### config.mk
export PLATFORM = sky130hd
export DESIGN_NAME = pipe_step_ctrl
export DESIGN_NICKNAME = d
export VERILOG_FILES = /design/src/rtl/pipe_step_ctrl.sv
export SDC_FILE = /design/constraint.sdc
export NUM_CORES = 1
export LEC_CHECK = 0
export CORE_ASPECT_RATIO = 1.4
export CORE_MARGIN = 4
export CORE_UTILIZATION = 25
export CTS_CLUSTER_SIZE = 28
export DETAILED_ROUTE_END_ITERATION = 8
export SYNTH_ARGS = -nofsm -noshare
export SYNTH_HDL_FRONTEND = slang
export SYNTH_SLANG_ARGS = --single-unit
### constraint.sdc
create_clock -name clk -period 4.4 [get_ports clk]
set_input_delay 0.66 -clock clk [delete_from_list [all_inputs] [get_ports clk]]
set_output_delay 0.66 -clock clk [all_outputs]
set_load 0.02 [all_outputs]
### src/rtl/pipe_step_ctrl.sv
// Debug-run sequencer: drives the shared pipeline clock-enable from run/step/stop
// commands, drains the pipe after a HALT reaches decode, and counts enabled cycles.
module pipe_step_ctrl #(
  parameter int DRAIN_CYCLES = 4,
  parameter int CNT_W        = 32
) (
  input  logic             clk,
  input  logic             reset,
  input  logic             cmd_run,
  input  logic             cmd_step,
  input  logic             cmd_stop,
  input  logic             cmd_clear,
  input  logic             halt_id,
  output logic             db_ena,
  output logic             running,
  output logic             halted,
  output logic             step_done,
  output logic [CNT_W-1:0] cycle_cnt
);

  localparam int DW = $clog2(DRAIN_CYCLES + 1);
  localparam logic [DW-1:0]    DRAIN_LD = DW'(DRAIN_CYCLES);
  localparam logic [DW-1:0]    DRAIN_ONE = DW'(1);
  localparam logic [CNT_W-1:0] CNT_ONE = CNT_W'(1);
  localparam logic [CNT_W-1:0] CNT_MAX = '1;

  typedef enum logic [2:0] {S_IDLE, S_RUN, S_STEP, S_DRAIN, S_HALTED} state_t;

  state_t           state_q, state_d;
  logic             halt_pend_q, halt_pend_d;
  logic [DW-1:0]    drain_cnt_q, drain_cnt_d;
  logic [CNT_W-1:0] cnt_d;
  logic             clr_cnt;

  always_comb begin
    state_d     = state_q;
    halt_pend_d = halt_pend_q;
    drain_cnt_d = drain_cnt_q;
    clr_cnt     = 1'b0;
    unique case (state_q)
      S_IDLE: begin
        // stop outranks step, step outranks run
        if (!cmd_stop) begin
          if (cmd_step)     state_d = S_STEP;
          else if (cmd_run) state_d = halt_pend_q ? S_DRAIN : S_RUN;
        end
      end
      S_RUN: begin
        if (halt_id && !halt_pend_q) begin
          state_d     = S_DRAIN;
          drain_cnt_d = DRAIN_LD;
        end else if (cmd_stop) begin
          state_d = S_IDLE;
        end
      end
      S_STEP: begin
        state_d = S_IDLE;
        if (halt_pend_q) begin
          drain_cnt_d = drain_cnt_q - DRAIN_ONE;
          if (drain_cnt_q == DRAIN_ONE) state_d = S_HALTED;
        end else if (halt_id) begin
          halt_pend_d = 1'b1;
          drain_cnt_d = DRAIN_LD;
        end
      end
      S_DRAIN: begin
        drain_cnt_d = drain_cnt_q - DRAIN_ONE;
        if (drain_cnt_q == DRAIN_ONE) state_d = S_HALTED;
      end
      S_HALTED: begin
        if (cmd_clear) begin
          state_d     = S_IDLE;
          halt_pend_d = 1'b0;
          clr_cnt     = 1'b1;
        end
      end
      default: state_d = S_IDLE;
    endcase
  end

  always_comb begin
    cnt_d = cycle_cnt;
    if (clr_cnt)                           cnt_d = '0;
    else if (db_ena && cycle_cnt != CNT_MAX) cnt_d = cycle_cnt + CNT_ONE;
  end

  // Outputs are registered from the next state so they line up with the state they describe.
  always_ff @(posedge clk or posedge reset) begin
    if (reset) begin
      state_q     <= S_IDLE;
      halt_pend_q <= 1'b0;
      drain_cnt_q <= '0;
      db_ena      <= 1'b0;
      running     <= 1'b0;
      halted      <= 1'b0;
      step_done   <= 1'b0;
      cycle_cnt   <= '0;
    end else begin
      state_q     <= state_d;
      halt_pend_q <= halt_pend_d;
      drain_cnt_q <= drain_cnt_d;
      db_ena      <= (state_d == S_RUN) || (state_d == S_STEP) || (state_d == S_DRAIN);
      running     <= (state_d == S_RUN) || (state_d == S_DRAIN);
      halted      <= (state_d == S_HALTED);
      step_done   <= (state_q == S_STEP);
      cycle_cnt   <= cnt_d;
    end
  end

endmodule

==> flow_summary_export.csv, run 1 <==
group,metric,value,unit
critical_path,worst_path_max_delay_cell,"or4_1",
timing,drv_slew,0,
cts,cts_setup_buffers,0,
cts,htreeDepth,2,
cts,clkTransAtPathRegs,70,ps
synthesis,synth_top_family_by_area,"simple AND/OR/NAND/NOR gates",
grt,use_met3,2.98,%
grt,overflow,0,
synthesis,synth_seq_area_share,46.6,%
synthesis,syn-num-nets,260,
synthesis,ys_types,41,
synthesis,synthMuxAreaShare,0.867,%
synthesis,yosys.area_share.simple,26.7,%
die,core,0.00903,sq mm
route,drt_iter0_markers,167,
worst_hold_path,min_path_type,"reg -> reg",
timing,rsz0062_at_grt,"false",
timing,fin_crit,2480,ps
place,port_buffers,42,
grt,busiest_layer,"met2",
critical_path,end_kind,"flop",
route,drc_errors,0,
cts,clk_latency,290,ps
synthesis,synthFlopType,"dfrtp_1",
synthesis,synth_area,0.00231,sq mm
run,maxCapViolCount,0,
route,first_pass_iters,4,
grt,use_met2,20.7,%
cts,hold_buffers,0,
cts,clock-root-buffer,"clkbuf_16",
outcome,status,"finished, final reports clean",
critical_path,arrival,2670,ps
synthesis,ys_seq_elements,43,
place,routabilityCongestion,0.739,
route,routed_via_density,5.23,
route,wire_per_inst,15.0,microns
cells_and_area,nNetsFinal,300,
timing,tns,0,ps
route,drt-total-wl,5960,microns
timing,slew_headroom,24.2,%
cts,cts_tree,"yes",
synthesis,synth_compound_area_share,18.4,%
synthesis,syn_area_per_cell,9.23,sq um
die,rows,41,
timing,tightest_slew,1140,ps
cts,clk_path_buf_depth,2,
die,dieHeight,122,microns
critical_path,cpPeakStageDelay,530,ps
grt,met1_usage,14.2,%
timing,hold_violations,0,
cells_and_area,diodes,0,
timing,finalClockSkew,10.6,ps
timing,setup_viol,0,
die,die_w,89.2,microns
cells_and_area,nFillCells,928,
grt,grt_start_max_net_pins,32,
route,ant_nets,0,
place,hpwl,4370,microns
grt,antenna_found_initial,0,
cells_and_area,drive_above_1_share,4.81,%
grt,grt_pass1_wl,10200,microns
pwr,power_density,687,mW/mm^2
grt,grt_pass1_vias,2086,
synthesis,yosysWarnings,0,
cells_and_area,syn_to_final_growth,30.4,%
timing,fmax,0.403,GHz
synthesis,synth-edff-count,0,
critical_path,worstPathMaxFanout,11,
cts,cts_made_buffers,5,
timing,post-route-period-util,56.4,%
grt,grt.total_usage,11.8,%
die,die_area,0.0109,sq mm
route,via_count,2081,
critical_path,crit_type,"reg -> reg",
die,pin_count,43,
synthesis,yosys.area_share.xor_xnor,3.04,%
cells_and_area,finish.utilization,33.3,%
synthesis,synth_fa_ha_area_share,1.63,%
pwr,ir_drop,0.245,mV
critical_path,cp-start-kind,"flop",
synthesis,syn_inst,250,
pwr,cellLeakagePower,0.00115,uW
critical_path,path_cells,"nand3_1 -> nor4_4 -> o2111ai_1 -> or4_1 -> a21oi_1",
synthesis,async_reset_ff_share,100,%
critical_path,critPathRequiredTime,4590,ps
cts,cts_resized,0,
cts,clock-sinks,43,
die,start_util,25.6,%
-- report_power, final --
| part | total (uW) | internal [uW] | switching [uW] |
|---|---|---|---|
| Combinational | 848 | 400 | 448 |
| Clock | 444 | 285 | 158 |
| Sequential | 774 | 564 | 210 |
-- worst paths after layout --
path / from / cells past startpoint / end / slack (ps)
worst min-delay path: drain_cnt_q[2] / 1 / drain_cnt_q[2] / 480
min in group asynchronous: reset / 2 / running / 880
worst max register to register: cycle_cnt[8] / 5 / cycle_cnt[31] / 1920
max in group asynchronous: reset / 3 / cycle_cnt[11] / 2680
worst min register to register: drain_cnt_q[2] / 1 / drain_cnt_q[2] / 480
worst max-delay path: cycle_cnt[8] / 5 / cycle_cnt[31] / 1920
-- metal layers --
metal	share of wire, %	wire [microns]
met1	40	2360
met2	53	3180
met3	5.8	345
met4	1.1	65
met5	0	0
-- sequential cells by signal, indices dropped and copies added, names as in the netlist --
register     count
cycle_cnt       32
drain_cnt_q      3
state_q          3
db_ena           1
halt_pend_q      1
halted           1
running          1
step_done        1
-- cell usage in the layout (no fill, tap or decap), types with 7 or more instances in the layout --
cell type / n
nand4_1: 11
and4_1: 7
a21oi_1: 26
nand3_1: 13
inv_1: 7
clkdlybuf4s50_1: 42
nand2_1: 14
dfrtp_1: 43
nor2_1: 20
o21ai_0: 22
or3_1: 15
-- worst max-delay path, delay by kind of cell, from the launching register on --
family	cells	cell delay [ps]
DFF	1	440
and+or+nand+nor	3	1320
AOI/OAI and AO/OA	2	630
-- cells by family after synthesis --
group           Yosys count
buf+inv                  17
simple gates            106
xor+xnor                  8
fa+ha+maj                 3
mux                       2
flops                    43
compound gates           71
-- Yosys cell counts, drive strengths merged, types with 3 or more instances --
cell type / count / area, sq um
nor2: 20 / 75.1
nand3: 13 / 65.1
o21ai: 22 / 110
and2: 4 / 25.0
nor2b: 4 / 25.0
a31oi: 5 / 31.3
a31o: 3 / 26.3
or3: 15 / 93.8
and4: 7 / 61.3
clkbuf: 9 / 33.8
a21oi: 26 / 130
xnor2: 3 / 26.3
nand4: 12 / 90.1
xor2: 5 / 43.8
ha: 3 / 37.5
a211oi: 3 / 27.5
inv: 7 / 26.3
o22ai: 3 / 18.8
nor4: 4 / 40.0
nand2: 14 / 52.6
and3: 4 / 25.0
dfrtp: 43 / 1080
-- through the flow --
step	hold WS [ps]	setup WS (ps)	cell area, sq um	total power [uW]	std cells
after floorplan	442	2340	2310	1220	250
after global placement	473	1830	2830	1620	390
after detailed placement	474	1770	2830	1650	390
after CTS	483	1870	3010	2100	398
after global routing	535	1670	3010	2220	398
final	482	1920	3010	2070	398
-- area by class of cell --
cell class	count	area [sq um]	area share [%]
multi-input combinational	190	1170	38.8
sequential	43	1080	35.8
timing repair buffer	43	428	14.2
clock buffer	6	139	4.62
tap	107	134	4.45
clock inverter	2	38.8	1.29
inverter	7	26.3	0.873
Note: power is estimated with default switching activity, not from simulation.
==> run 2: changes to the inputs <==
==> constraint.sdc (replaced) <==
create_clock -name clk -period 2.45 [get_ports clk]
set_input_delay 0.3675 -clock clk [delete_from_list [all_inputs] [get_ports clk]]
set_output_delay 0.3675 -clock clk [all_outputs]
set_load 0.02 [all_outputs]
==> flow_summary_export.csv, run 2 (synthesized netlist as in run 1, its figures left out) <==
group,metric,value,unit
timing,post-route-period-util,87.5,%
cts,clkTransAtPathRegs,60,ps
grt,overflow,0,
cells_and_area,drive_above_1_share,7.05,%
timing,tns,0,ps
timing,finalClockSkew,6.49,ps
cells_and_area,diodes,0,
cts,cts_tree,"yes",
timing,fmax,0.466,GHz
timing,rsz0062_at_grt,"false",
place,routabilityCongestion,0.779,
worst_hold_path,min_path_type,"reg -> reg",
cts,clk_latency,290,ps
critical_path,crit_type,"reg -> reg",
cells_and_area,nFillCells,938,
place,placedInstanceArea,0.00288,sq mm
cts,cts_made_buffers,5,
timing,tightest_slew,714,ps
die,pin_count,43,
route,wire_per_inst,15.2,microns
grt,antenna_found_initial,0,
grt,grt_pass1_wl,10400,microns
cells_and_area,regMostFlops,"cycle_cnt",
critical_path,worst_path_max_delay_cell,"dfrtp_1",
cells_and_area,top_regs,"cycle_cnt x32, drain_cnt_q x3, state_q x3",
route,routed_via_density,5.26,
cts,htreeDepth,2,
die,start_util,25.6,%
cts,cts_setup_buffers,0,
critical_path,path_delay_family,"simple AND/OR/NAND/NOR gates",
cells_and_area,nNetsFinal,307,
timing,fin_crit,2140,ps
die,dieHeight,122,microns
die,rows,41,
timing,drv_slew,0,
timing,hold_violations,0,
cts,cts_resized,0,
cts,clock-sinks,43,
critical_path,worstPathMaxFanout,11,
cts,hold_buffers,0,
cts,clock-root-buffer,"clkbuf_16",
critical_path,arrival,2350,ps
route,via_count,2130,
critical_path,path_cells,"and4_1 -> and2_1 -> o2111ai_1 -> buf_4 -> or4_1 -> a21oi_1",
route,first_pass_iters,4,
place,hpwl,4460,microns
die,die_w,89.2,microns
timing,setup_viol,0,
route,drc_errors,0,
cells_and_area,syn_to_final_growth,32.6,%
critical_path,cpPeakStageDelay,460,ps
run,maxCapViolCount,0,
critical_path,path_buf_inv,1,
pwr,ir_drop,0.516,mV
cts,clk_path_buf_depth,2,
route,drt_iter0_markers,111,
outcome,status,"finished, final reports clean",
critical_path,cp-start-kind,"flop",
timing,slew_headroom,52.4,%
route,ant_nets,0,
place,port_buffers,42,
pwr,cellLeakagePower,0.00119,uW
grt,grt.total_usage,12.1,%
die,die_area,0.0109,sq mm
cells_and_area,largest_reg_flops,32,
critical_path,end_kind,"flop",
pwr,power_density,1220,mW/mm^2
critical_path,critPathRequiredTime,2650,ps
cells_and_area,final_common_cell,"dfrtp_1",
die,core,0.00903,sq mm
cells_and_area,mostFrequentLayoutCells,"dfrtp_1, clkdlybuf4s50_1, a21oi_1, o21ai_0, nor2_1",
grt,grt_start_max_net_pins,44,
grt,grt_pass1_vias,2108,
route,drt-total-wl,6140,microns
cells_and_area,finalInstanceArea,0.00306,sq mm
[run 2: cell types whose count changed in the layout (fill, tap and decap cells not counted)]
cell | before | now
buf_4 | 1 | 8
[run 2: cell type report]
class,count,area (sq um),share of cell area [%]
Clock buffer,6,139,4.54
Clock inverter,2,38.8,1.27
Inverter,7,26.3,0.858
Multi-Input combinational cell,190,1170,38.1
Sequential cell,43,1080,35.1
Tap cell,107,134,4.37
Timing Repair Buffer,50,480,15.7
[run 2: worst paths after layout]
kind,depth (start not counted),endpoint,slack [ps],start
hold / removal,1,drain_cnt_q[2],480,drain_cnt_q[2]
max in group asynchronous,3,cycle_cnt[8],1540,reset
setup reg to reg,6,cycle_cnt[31],310,db_ena
min in group asynchronous,3,halt_pend_q,530,reset
hold reg to reg,1,drain_cnt_q[2],480,drain_cnt_q[2]
setup / recovery,6,cycle_cnt[31],310,db_ena
[run 2: through the flow]
step                      total power, uW  utilization [%]  hold WS (ps)  setup slack [ps]  cells
after floorplan                      2200                -           442               394    250
after detailed placement             2960             31.9           474               359    397
after CTS                            3780             33.9           483               329    405
after global routing                 4000             33.9           532               145    405
final                                3730             33.9           482               306    405
after global placement               2930             31.9           470               352    397
[run 2: where the power goes]
group | leakage, uW | switching, uW | internal [uW] | total (uW)
combinational | 0.000572 | 804 | 725 | 1530
sequential | 0.000529 | 387 | 1010 | 1400
clock | 0.0000875 | 289 | 513 | 801
[run 2: layer usage]
metal | track usage (%) | vias to the layer above | share of wire (%)
met5 | 0 | - | 0
met4 | 3.63 | 0 | 1.3
met3 | 2.77 | 8 | 4.4
met2 | 21.4 | 42 | 53
met1 | 14.3 | 1045 | 41
li1 | - | 1035 | -
